### src/rtl/mips32_fetch_queue_if.sv
// Fetch-queue bus: redirect input, code-memory request/response port and
// the IR/NPC stream toward the IF/ID register.
interface mips32_fetch_queue_if;
    logic        redirect_valid;
    logic [31:0] redirect_pc;
    logic        imem_req_valid;
    logic        imem_req_ready;
    logic [31:0] imem_addr;
    logic        imem_rsp_valid;
    logic [31:0] imem_rsp_data;
    logic        out_valid;
    logic        out_ready;
    logic [31:0] out_ir;
    logic [31:0] out_npc;

    modport master (
        input  redirect_valid, redirect_pc,
        input  imem_req_ready, imem_rsp_valid, imem_rsp_data,
        input  out_ready,
        output imem_req_valid, imem_addr,
        output out_valid, out_ir, out_npc
    );

    modport slave (
        output redirect_valid, redirect_pc,
        output imem_req_ready, imem_rsp_valid, imem_rsp_data,
        output out_ready,
        input  imem_req_valid, imem_addr,
        input  out_valid, out_ir, out_npc
    );
endinterface

### src/rtl/mips32_fetch_queue.sv
// Instruction-fetch front end: owns the fetch PC, issues credit-limited code
// reads, buffers responses in a show-ahead FIFO and squashes wrong-path data.
module mips32_fetch_queue #(
    parameter int          DEPTH    = 4,
    parameter int          MAX_OUT  = 4,
    parameter logic [31:0] RESET_PC = 32'h0000_0000
) (
    input  logic                 clk,
    input  logic                 rst,
    mips32_fetch_queue_if.master fq
);
    localparam int PW = $clog2(DEPTH);
    localparam int CW = $clog2(DEPTH) + 1;
    localparam int OW = $clog2(MAX_OUT) + 1;

    logic [31:0]   fetch_pc_q, fetch_pc_d;
    logic [31:0]   rsp_pc_q, rsp_pc_d;
    logic [CW-1:0] count_q, count_d;
    logic [OW-1:0] outst_q, outst_d;
    logic [OW-1:0] drop_q, drop_d;
    logic [PW-1:0] wr_ptr_q, wr_ptr_d;
    logic [PW-1:0] rd_ptr_q, rd_ptr_d;

    logic [31:0]   ir_mem  [DEPTH];
    logic [31:0]   npc_mem [DEPTH];

    logic [31:0]   used_credit;
    logic          credit_ok, outst_ok;
    logic          req_fire, push, pop;

    // Only live (non-dropped) requests consume FIFO credit.
    assign used_credit = 32'(count_q) + 32'(outst_q) - 32'(drop_q);
    assign credit_ok   = used_credit < 32'(DEPTH);
    assign outst_ok    = 32'(outst_q) < 32'(MAX_OUT);

    assign fq.imem_req_valid = !rst && !fq.redirect_valid && outst_ok && credit_ok;
    assign fq.imem_addr      = fetch_pc_q;
    assign fq.out_valid      = (count_q != '0) && !fq.redirect_valid;
    assign fq.out_ir         = (count_q != '0) ? ir_mem[rd_ptr_q]  : 32'h0;
    assign fq.out_npc        = (count_q != '0) ? npc_mem[rd_ptr_q] : 32'h0;

    assign req_fire = fq.imem_req_valid && fq.imem_req_ready;
    assign pop      = fq.out_valid && fq.out_ready;

    always_comb begin
        fetch_pc_d = fetch_pc_q;
        rsp_pc_d   = rsp_pc_q;
        count_d    = count_q;
        outst_d    = outst_q;
        drop_d     = drop_q;
        wr_ptr_d   = wr_ptr_q;
        rd_ptr_d   = rd_ptr_q;
        push       = 1'b0;

        if (fq.redirect_valid) begin
            // Everything still in flight belongs to the old path.
            fetch_pc_d = fq.redirect_pc;
            rsp_pc_d   = fq.redirect_pc;
            count_d    = '0;
            wr_ptr_d   = '0;
            rd_ptr_d   = '0;
            outst_d    = outst_q - OW'(fq.imem_rsp_valid);
            drop_d     = outst_q - OW'(fq.imem_rsp_valid);
        end else begin
            if (req_fire) begin
                fetch_pc_d = fetch_pc_q + 32'd1;
            end
            outst_d = outst_q + OW'(req_fire) - OW'(fq.imem_rsp_valid);
            if (fq.imem_rsp_valid) begin
                if (drop_q != '0) begin
                    drop_d = drop_q - OW'(1);
                end else begin
                    push     = 1'b1;
                    rsp_pc_d = rsp_pc_q + 32'd1;
                end
            end
            if (push) begin
                wr_ptr_d = wr_ptr_q + PW'(1);
            end
            if (pop) begin
                rd_ptr_d = rd_ptr_q + PW'(1);
            end
            count_d = count_q + CW'(push) - CW'(pop);
        end
    end

    always_ff @(posedge clk) begin
        if (rst) begin
            fetch_pc_q <= RESET_PC;
            rsp_pc_q   <= RESET_PC;
            count_q    <= '0;
            outst_q    <= '0;
            drop_q     <= '0;
            wr_ptr_q   <= '0;
            rd_ptr_q   <= '0;
        end else begin
            fetch_pc_q <= fetch_pc_d;
            rsp_pc_q   <= rsp_pc_d;
            count_q    <= count_d;
            outst_q    <= outst_d;
            drop_q     <= drop_d;
            wr_ptr_q   <= wr_ptr_d;
            rd_ptr_q   <= rd_ptr_d;
        end
    end

    // Storage is data only; validity is tracked entirely by count_q.
    always_ff @(posedge clk) begin
        if (push) begin
            ir_mem[wr_ptr_q]  <= fq.imem_rsp_data;
            npc_mem[wr_ptr_q] <= rsp_pc_q + 32'd1;
        end
    end

    always_ff @(posedge clk) begin
        if (!rst) begin
            assert (!(fq.imem_rsp_valid && (outst_q == '0)));
            assert (drop_q <= outst_q);
        end
    end
endmodule

### src/flat_wrapper.sv
// flat-port wrapper written by rule: the top's interface ports become plain ports
module mips32_fetch_queue_flat 
#(
    parameter int          DEPTH    = 4,
    parameter int          MAX_OUT  = 4,
    parameter logic [31:0] RESET_PC = 32'h0000_0000
)
  (clk, rst, fq_redirect_valid, fq_redirect_pc, fq_imem_req_ready, fq_imem_rsp_valid, fq_imem_rsp_data, fq_out_ready, fq_imem_req_valid, fq_imem_addr, fq_out_valid, fq_out_ir, fq_out_npc);
  mips32_fetch_queue_if fq_i ();
  input  logic clk;
  input  logic rst;
  input wire logic [$bits(fq_i.redirect_valid)-1:0] fq_redirect_valid;
  input wire logic [$bits(fq_i.redirect_pc)-1:0] fq_redirect_pc;
  input wire logic [$bits(fq_i.imem_req_ready)-1:0] fq_imem_req_ready;
  input wire logic [$bits(fq_i.imem_rsp_valid)-1:0] fq_imem_rsp_valid;
  input wire logic [$bits(fq_i.imem_rsp_data)-1:0] fq_imem_rsp_data;
  input wire logic [$bits(fq_i.out_ready)-1:0] fq_out_ready;
  output wire logic [$bits(fq_i.imem_req_valid)-1:0] fq_imem_req_valid;
  output wire logic [$bits(fq_i.imem_addr)-1:0] fq_imem_addr;
  output wire logic [$bits(fq_i.out_valid)-1:0] fq_out_valid;
  output wire logic [$bits(fq_i.out_ir)-1:0] fq_out_ir;
  output wire logic [$bits(fq_i.out_npc)-1:0] fq_out_npc;
  assign fq_i.redirect_valid = fq_redirect_valid;
  assign fq_i.redirect_pc = fq_redirect_pc;
  assign fq_i.imem_req_ready = fq_imem_req_ready;
  assign fq_i.imem_rsp_valid = fq_imem_rsp_valid;
  assign fq_i.imem_rsp_data = fq_imem_rsp_data;
  assign fq_i.out_ready = fq_out_ready;
  assign fq_imem_req_valid = fq_i.imem_req_valid;
  assign fq_imem_addr = fq_i.imem_addr;
  assign fq_out_valid = fq_i.out_valid;
  assign fq_out_ir = fq_i.out_ir;
  assign fq_out_npc = fq_i.out_npc;
  mips32_fetch_queue #(.DEPTH(DEPTH), .MAX_OUT(MAX_OUT), .RESET_PC(RESET_PC)) u_core (.clk(clk), .rst(rst), .fq(fq_i));
endmodule
### config.mk
export PLATFORM = sky130hd
export DESIGN_NAME = mips32_fetch_queue_flat
export DESIGN_NICKNAME = d
export VERILOG_FILES = /design/src/rtl/mips32_fetch_queue_if.sv /design/src/rtl/mips32_fetch_queue.sv /design/src/flat_wrapper.sv
export SDC_FILE = /design/constraint.sdc
export NUM_CORES = 1
export LEC_CHECK = 0
export ABC_AREA = 1
export BUFFER_PORTS_ARGS = -buffer_cell sky130_fd_sc_hd__buf_2
export CAP_MARGIN = 20
export CORE_ASPECT_RATIO = 0.6
export CORE_MARGIN = 2
export CORE_UTILIZATION = 30
export DETAILED_ROUTE_END_ITERATION = 8
export HOLD_SLACK_MARGIN = 0.1
export PLACE_DENSITY = 0.48
export SLEW_MARGIN = 20
export SYNTH_ARGS = -nofsm -noshare
export SYNTH_HDL_FRONTEND = slang
export SYNTH_SLANG_ARGS = --single-unit
### constraint.sdc
create_clock -name clk -period 4.7 [get_ports clk]
set_clock_uncertainty 0.2 [all_clocks]
set_input_delay 0.705 -clock clk [delete_from_list [all_inputs] [get_ports clk]]
set_output_delay 0.705 -clock clk [all_outputs]
set_load 0.01 [all_outputs]
After elaboration in Yosys (flattened, before gate mapping)
Memory sizes are Yosys's and may differ from the RTL's. A register that Yosys moved wholly into a read port is not among the register bits.
Cells that the tools add are included.
- logic and storage cells: 61
- output and inout port bits: 98
- memories: 2
- bits in registers: 77
- bits in writable memories: 256
- input bits: 70
- memory list (name ; depth ; bits a word ; rd ports ; clocked after Yosys merged registers in ; wr ports ; RTL line ; RTL):
    u_core.ir_mem ; 4 ; 32 ; 1 ; 1 ; 1 ; mips32_fetch_queue.sv:24 ; logic [31:0] ir_mem [DEPTH];
    u_core.npc_mem ; 4 ; 32 ; 1 ; 1 ; 1 ; mips32_fetch_queue.sv:25 ; logic [31:0] npc_mem [DEPTH];
- order comparisons: 2
- eq/ne operators: 1
- muxes and demuxes: 21
- reduce and logical (&&, ||, !) cells: 16
- $add $sub $neg: 12
- operators by type and width (kind ; number):
    $mux 32 ; 7
    $add 32x1->32 const B ; 2
    $lt 32x3->1 const B ; 1
    $sub 32x3->32 ; 1
    $mux 3 ; 4
    $sub 3x1->3 ; 3
    $mux 2 ; 4
    $add 3x1->3 ; 2
    $logic_and 1x1->1 ; 6
    $mux 1 ; 6
    $reduce_bool 2->1 ; 3
    $reduce_bool 3->1 ; 2
    $add 2x1->2 const B ; 2
    $add 3x3->4 ; 1
    $reduce_and 2->1 ; 2
    $lt 3x3->1 const B ; 1
    $sub 3x1->3 const B ; 1
    $logic_not 1->1 ; 2
    $ne 2x2->1 const B ; 1
    $reduce_or 2->1 ; 1

Logic depth before layout (Yosys ltp)
- depth in word-level cells: 8
- depth in mapped cells: 19
- mapped depth without buffers: 18

Least setup slack after synthesis
OpenSTA, ideal clock, no wires.
- path kind: input to register
- start point: input fq_imem_rsp_valid
- end point: memory u_core.ir_mem[0][0], enable pin
- path buffers: 1
- library setup time: 0.486 ns
- arrival: 4.055 ns
- data required time: 4.014 ns
- stages: 7
- slack: -0.042 ns
- cells stage by stage: inv_1 nor2_1 inv_1 nor2_4 buf_4 inv_1 nor2_1
- longest elaborated chain between the ends: 5
- RTL lines (what ; RTL line ; RTL):
    start, declared ; flat_wrapper.sv:15 ; input wire logic [$bits(fq_i.imem_rsp_valid)-1:0] fq_imem_rsp_valid;
    $mux 1 ; mips32_fetch_queue.sv:69 ; if (fq.imem_rsp_valid) begin
    $mux 1 (2 in series) ; mips32_fetch_queue.sv:55 ; if (fq.redirect_valid) begin
    $mux 1 ; mips32_fetch_queue.sv:109 ; if (push) begin
    $mux 1 (implied by the code) ; mips32_fetch_queue.sv:110 ; ir_mem[wr_ptr_q] <= fq.imem_rsp_data;
    end, declared ; mips32_fetch_queue.sv:24 ;
Every way passes these cells. The select of a mux whose other input is x is not followed.

Worst setup path in the final report
- start point: register u_core.count_q[0]
- end point: register u_core.outst_q[2]
- longest elaborated chain between the ends: 8
- RTL lines (what ; RTL line ; RTL):
    start, declared ; mips32_fetch_queue.sv:18 ; logic [CW-1:0] count_q, count_d;
    start signal, assigned ; mips32_fetch_queue.sv:99 ; count_q <= count_d;
    $add 3x3->4 ; mips32_fetch_queue.sv:32 ; assign used_credit = 32'(count_q) + 32'(outst_q) - 32'(drop_q);
    $sub 32x3->32 ; mips32_fetch_queue.sv:32 ;
    $lt 32x3->1 ; mips32_fetch_queue.sv:33 ; assign credit_ok = used_credit < 32'(DEPTH);
    $logic_and 1x1->1 ; mips32_fetch_queue.sv:36 ; assign fq.imem_req_valid = !rst && !fq.redirect_valid && outst_ok && credit_ok;
    $logic_and 1x1->1 ; mips32_fetch_queue.sv:42 ; assign req_fire = fq.imem_req_valid && fq.imem_req_ready;
    $add 3x1->3 ; mips32_fetch_queue.sv:68 ; outst_d = outst_q + OW'(req_fire) - OW'(fq.imem_rsp_valid);
    $sub 3x1->3 ; mips32_fetch_queue.sv:68 ;
    $mux 3 ; mips32_fetch_queue.sv:55 ;
    end signal, assigned ; mips32_fetch_queue.sv:100 ; outst_q <= outst_d;
    end, declared ; mips32_fetch_queue.sv:19 ; logic [OW-1:0] outst_q, outst_d;
Every way passes these cells.
A chain may end at the register's enable or synchronous reset.

==> reports/results.ini <==
[clock_tree]
clock_sinks=335
cts-htree-levels=2
worst_skew_pair.late_latency_ps=540
cts_root_buf=clkbuf_16
clk_pin_slew_ps=60
cts_buffer_depth=3
cts_hold_buf=0
post-cts-setup-buffers=0
cts_buffers=37
cts_resized=0
cts_tree=done

[route]
drtPass1Iterations=5
ant_nets=0
via_per_inst=4.71
wirelength_mm=44.8
drc_errors=0
vias=11953
wl_per_cell_um=17.6
drt-initial-drc-count=1009

[global_routing]
grt_antenna_before_repair=3
grt_usage_pct=16.7
overflow=0
grt_pass1_vias=11344
grt_max_degree=98
grt_pass1_wl_mm=68.6

[power_and_ir_drop]
power.density_nw_per_um2=371
p_leak_nw=6.87
ir_worst_vdd_v=0.000167

[floorplan]
start_util_pct=30.3
die_x_um=297
core_area_um2=50800
dieHeight_um=180
rows=64
die-area_um2=53200
ioPinCount=168

[sta]
slew_headroom_pct=34.6
final.period_utilization_pct=85.0
drv_slew=0
setup_violations=0
finalWorstSetupSlack_ps=705
hold_viol_final=0
setup_tns_ps=0
timing.final.crit_period_ps=4000
tightest_slew_ps=981
rsz0062_at_grt=false
max_freq_ghz=0.250

[setup_path]
cp.required_ps=4900
crit_slowest_cell=fa_1
cp_cell_sequence=ha_1, fa_1, xor2_1, ha_1, nand2_1, nand2_1, a21oi_1, ha_1, nand2_1, nor3_2, nand3_1, nor2_1, buf_4, ha_1, fa_1, xor2_1, or2_2, nand3_1, a21oi_1
path_max_fanout=11
cp-end-kind=register
critical_path_class=register to register
start_kind=register
critical_path_arrival_ps=4190
cpPeakStageDelay_ps=400
path_common_cell=ha_1

[placement]
portBuffers=167
routabilityCongestion=0.887
pre_cts_slack_ps=749
hpwlAfterDp_mm=28.2

[run_status]
status=finished clean

[synthesis]
synth-main-ff-cell=edfxtp_1
synth_async_sr_flop_share_pct=0
avgSynthCellArea_um2=9.25
synth_edf_count=256
synth.cell_area_um2=15400
synth_nets=1759
syn_inst=1666
yosys-top-cells-area=edfxtp_1 (50%), dfxtp_1 (10%), nor2_1 (9.1%)
synth_top_area_share_pct=49.9
synth_cell_types=31
ys_seq_area_share_pct=60.2
ys_warn_count=0
synth_top_cell_by_area=edfxtp_1
ys_ff_latch=335

[finish]
fin_util_pct=35.8
area.growth.synth_to_final_pct=18.0
nNetsFinal=1910
layout_common_cells=nor2_1 (370), nand2_1 (312), edfxtp_1 (256), o21ai_0 (178), buf_2 (167)
mostFrequentLayoutCell=nor2_1
drive_above_1_share_pct=15.4

[run]
max_cap_viol_count=0

[min_path]
hold_path.class=primary input to register

## area by class of cell
cell class | count | area, um^2
multi-input cells | 1161 | 5490
repair buffers | 187 | 1060
clock inverters | 22 | 146
diodes | 1 | 2.50
fillers | 5181 | 32700
inverters | 95 | 359
well taps | 693 | 867
flip-flops and latches | 335 | 9270
clock buffers | 46 | 973
## sequential cells by signal, summed over array words and instances (netlist names), named ones only
signal / cells
u_core.fq.imem_addr: 32
u_core.npc_mem: 128
u_core.rd_ptr_q: 2
u_core.wr_ptr_q: 2
u_core.ir_mem: 128
u_core.outst_q: 3
u_core.rsp_pc_q: 32
u_core.count_q: 3
u_core.drop_q: 3
## cell usage after synthesis, types with 9 or more instances
master      n
a21oi_1   115
nor2_1    374
dfxtp_1    79
clkbuf_1   37
nor2_4     12
buf_2      18
nand3_1    61
a31oi_1    11
buf_1      16
xnor2_1     9
nand2_1   312
xor2_1     15
inv_1      87
ha_1       20
o21ai_0   178
edfxtp_1  256
nor3_1     16
## logic make-up after synthesis
family	Yosys count	synth area share [%]
adders and majority gates	23	2.01
buffers and inverters	170	4.39
xor gates and xnor gates	28	1.79
AOI/OAI and AO/OA	307	10.1
DFF	335	60.2
and+or+nand+nor	803	21.5
## power by group
part	switching (mW)	leakage, nW	internal (mW)
Combinational	0.431	3.33	0.206
Clock	1.21	0.550	1.54
Sequential	0.0696	2.99	3.28
## worst paths after layout
path                                   start                        endpoint  slack [ps]  depth (start not counted)
max             u_core.count_q[0]$_SDFF_PP0_    u_core.outst_q[2]$_SDFF_PP0_         700                         19
min                     fq_imem_rsp_data[18]  u_core.ir_mem[3][18]$_DFFE_PP_         170                          1
max reg2reg     u_core.count_q[0]$_SDFF_PP0_    u_core.outst_q[2]$_SDFF_PP0_         700                         19
min reg2reg  u_core.rd_ptr_q[1]$_SDFFE_PP0P_                        register         260                          2
## per-stage QoR
step | instances | instance area [um^2] | hold slack (ps) | power [mW]
finish | 2540 | 18200 | 175 | 6.74
global route | 2540 | 18200 | 153 | 7.05
CTS | 2539 | 18200 | 145 | 6.84
detailed placement | 2471 | 17100 | 257 | 4.06
global placement | 2471 | 17100 | 250 | 4.05
floorplan | 1666 | 15400 | 236 | 3.79
## worst max-delay path: cells and delay by family, from the launching register on
| family | cells | cell delay (ps) |
|---|---|---|
| adders and majority gates | 6 | 1810 |
| and+or+nand+nor | 8 | 770 |
| DFF | 1 | 340 |
| xor gates and xnor gates | 2 | 320 |
| AOI/OAI and AO/OA | 2 | 230 |
| buffers and inverters | 1 | 190 |
## layer usage
metal / part of all wire [%] / track usage (%) / up-vias
met3: 5.8 / 3.20 / 49
li1: - / - / 5897
met1: 49 / 24.5 / 5730
met4: 1.2 / 2.99 / 4
met2: 44 / 25.6 / 273
met5: 0.056 / 0 / -
Power figures use the tool's default switching activity.
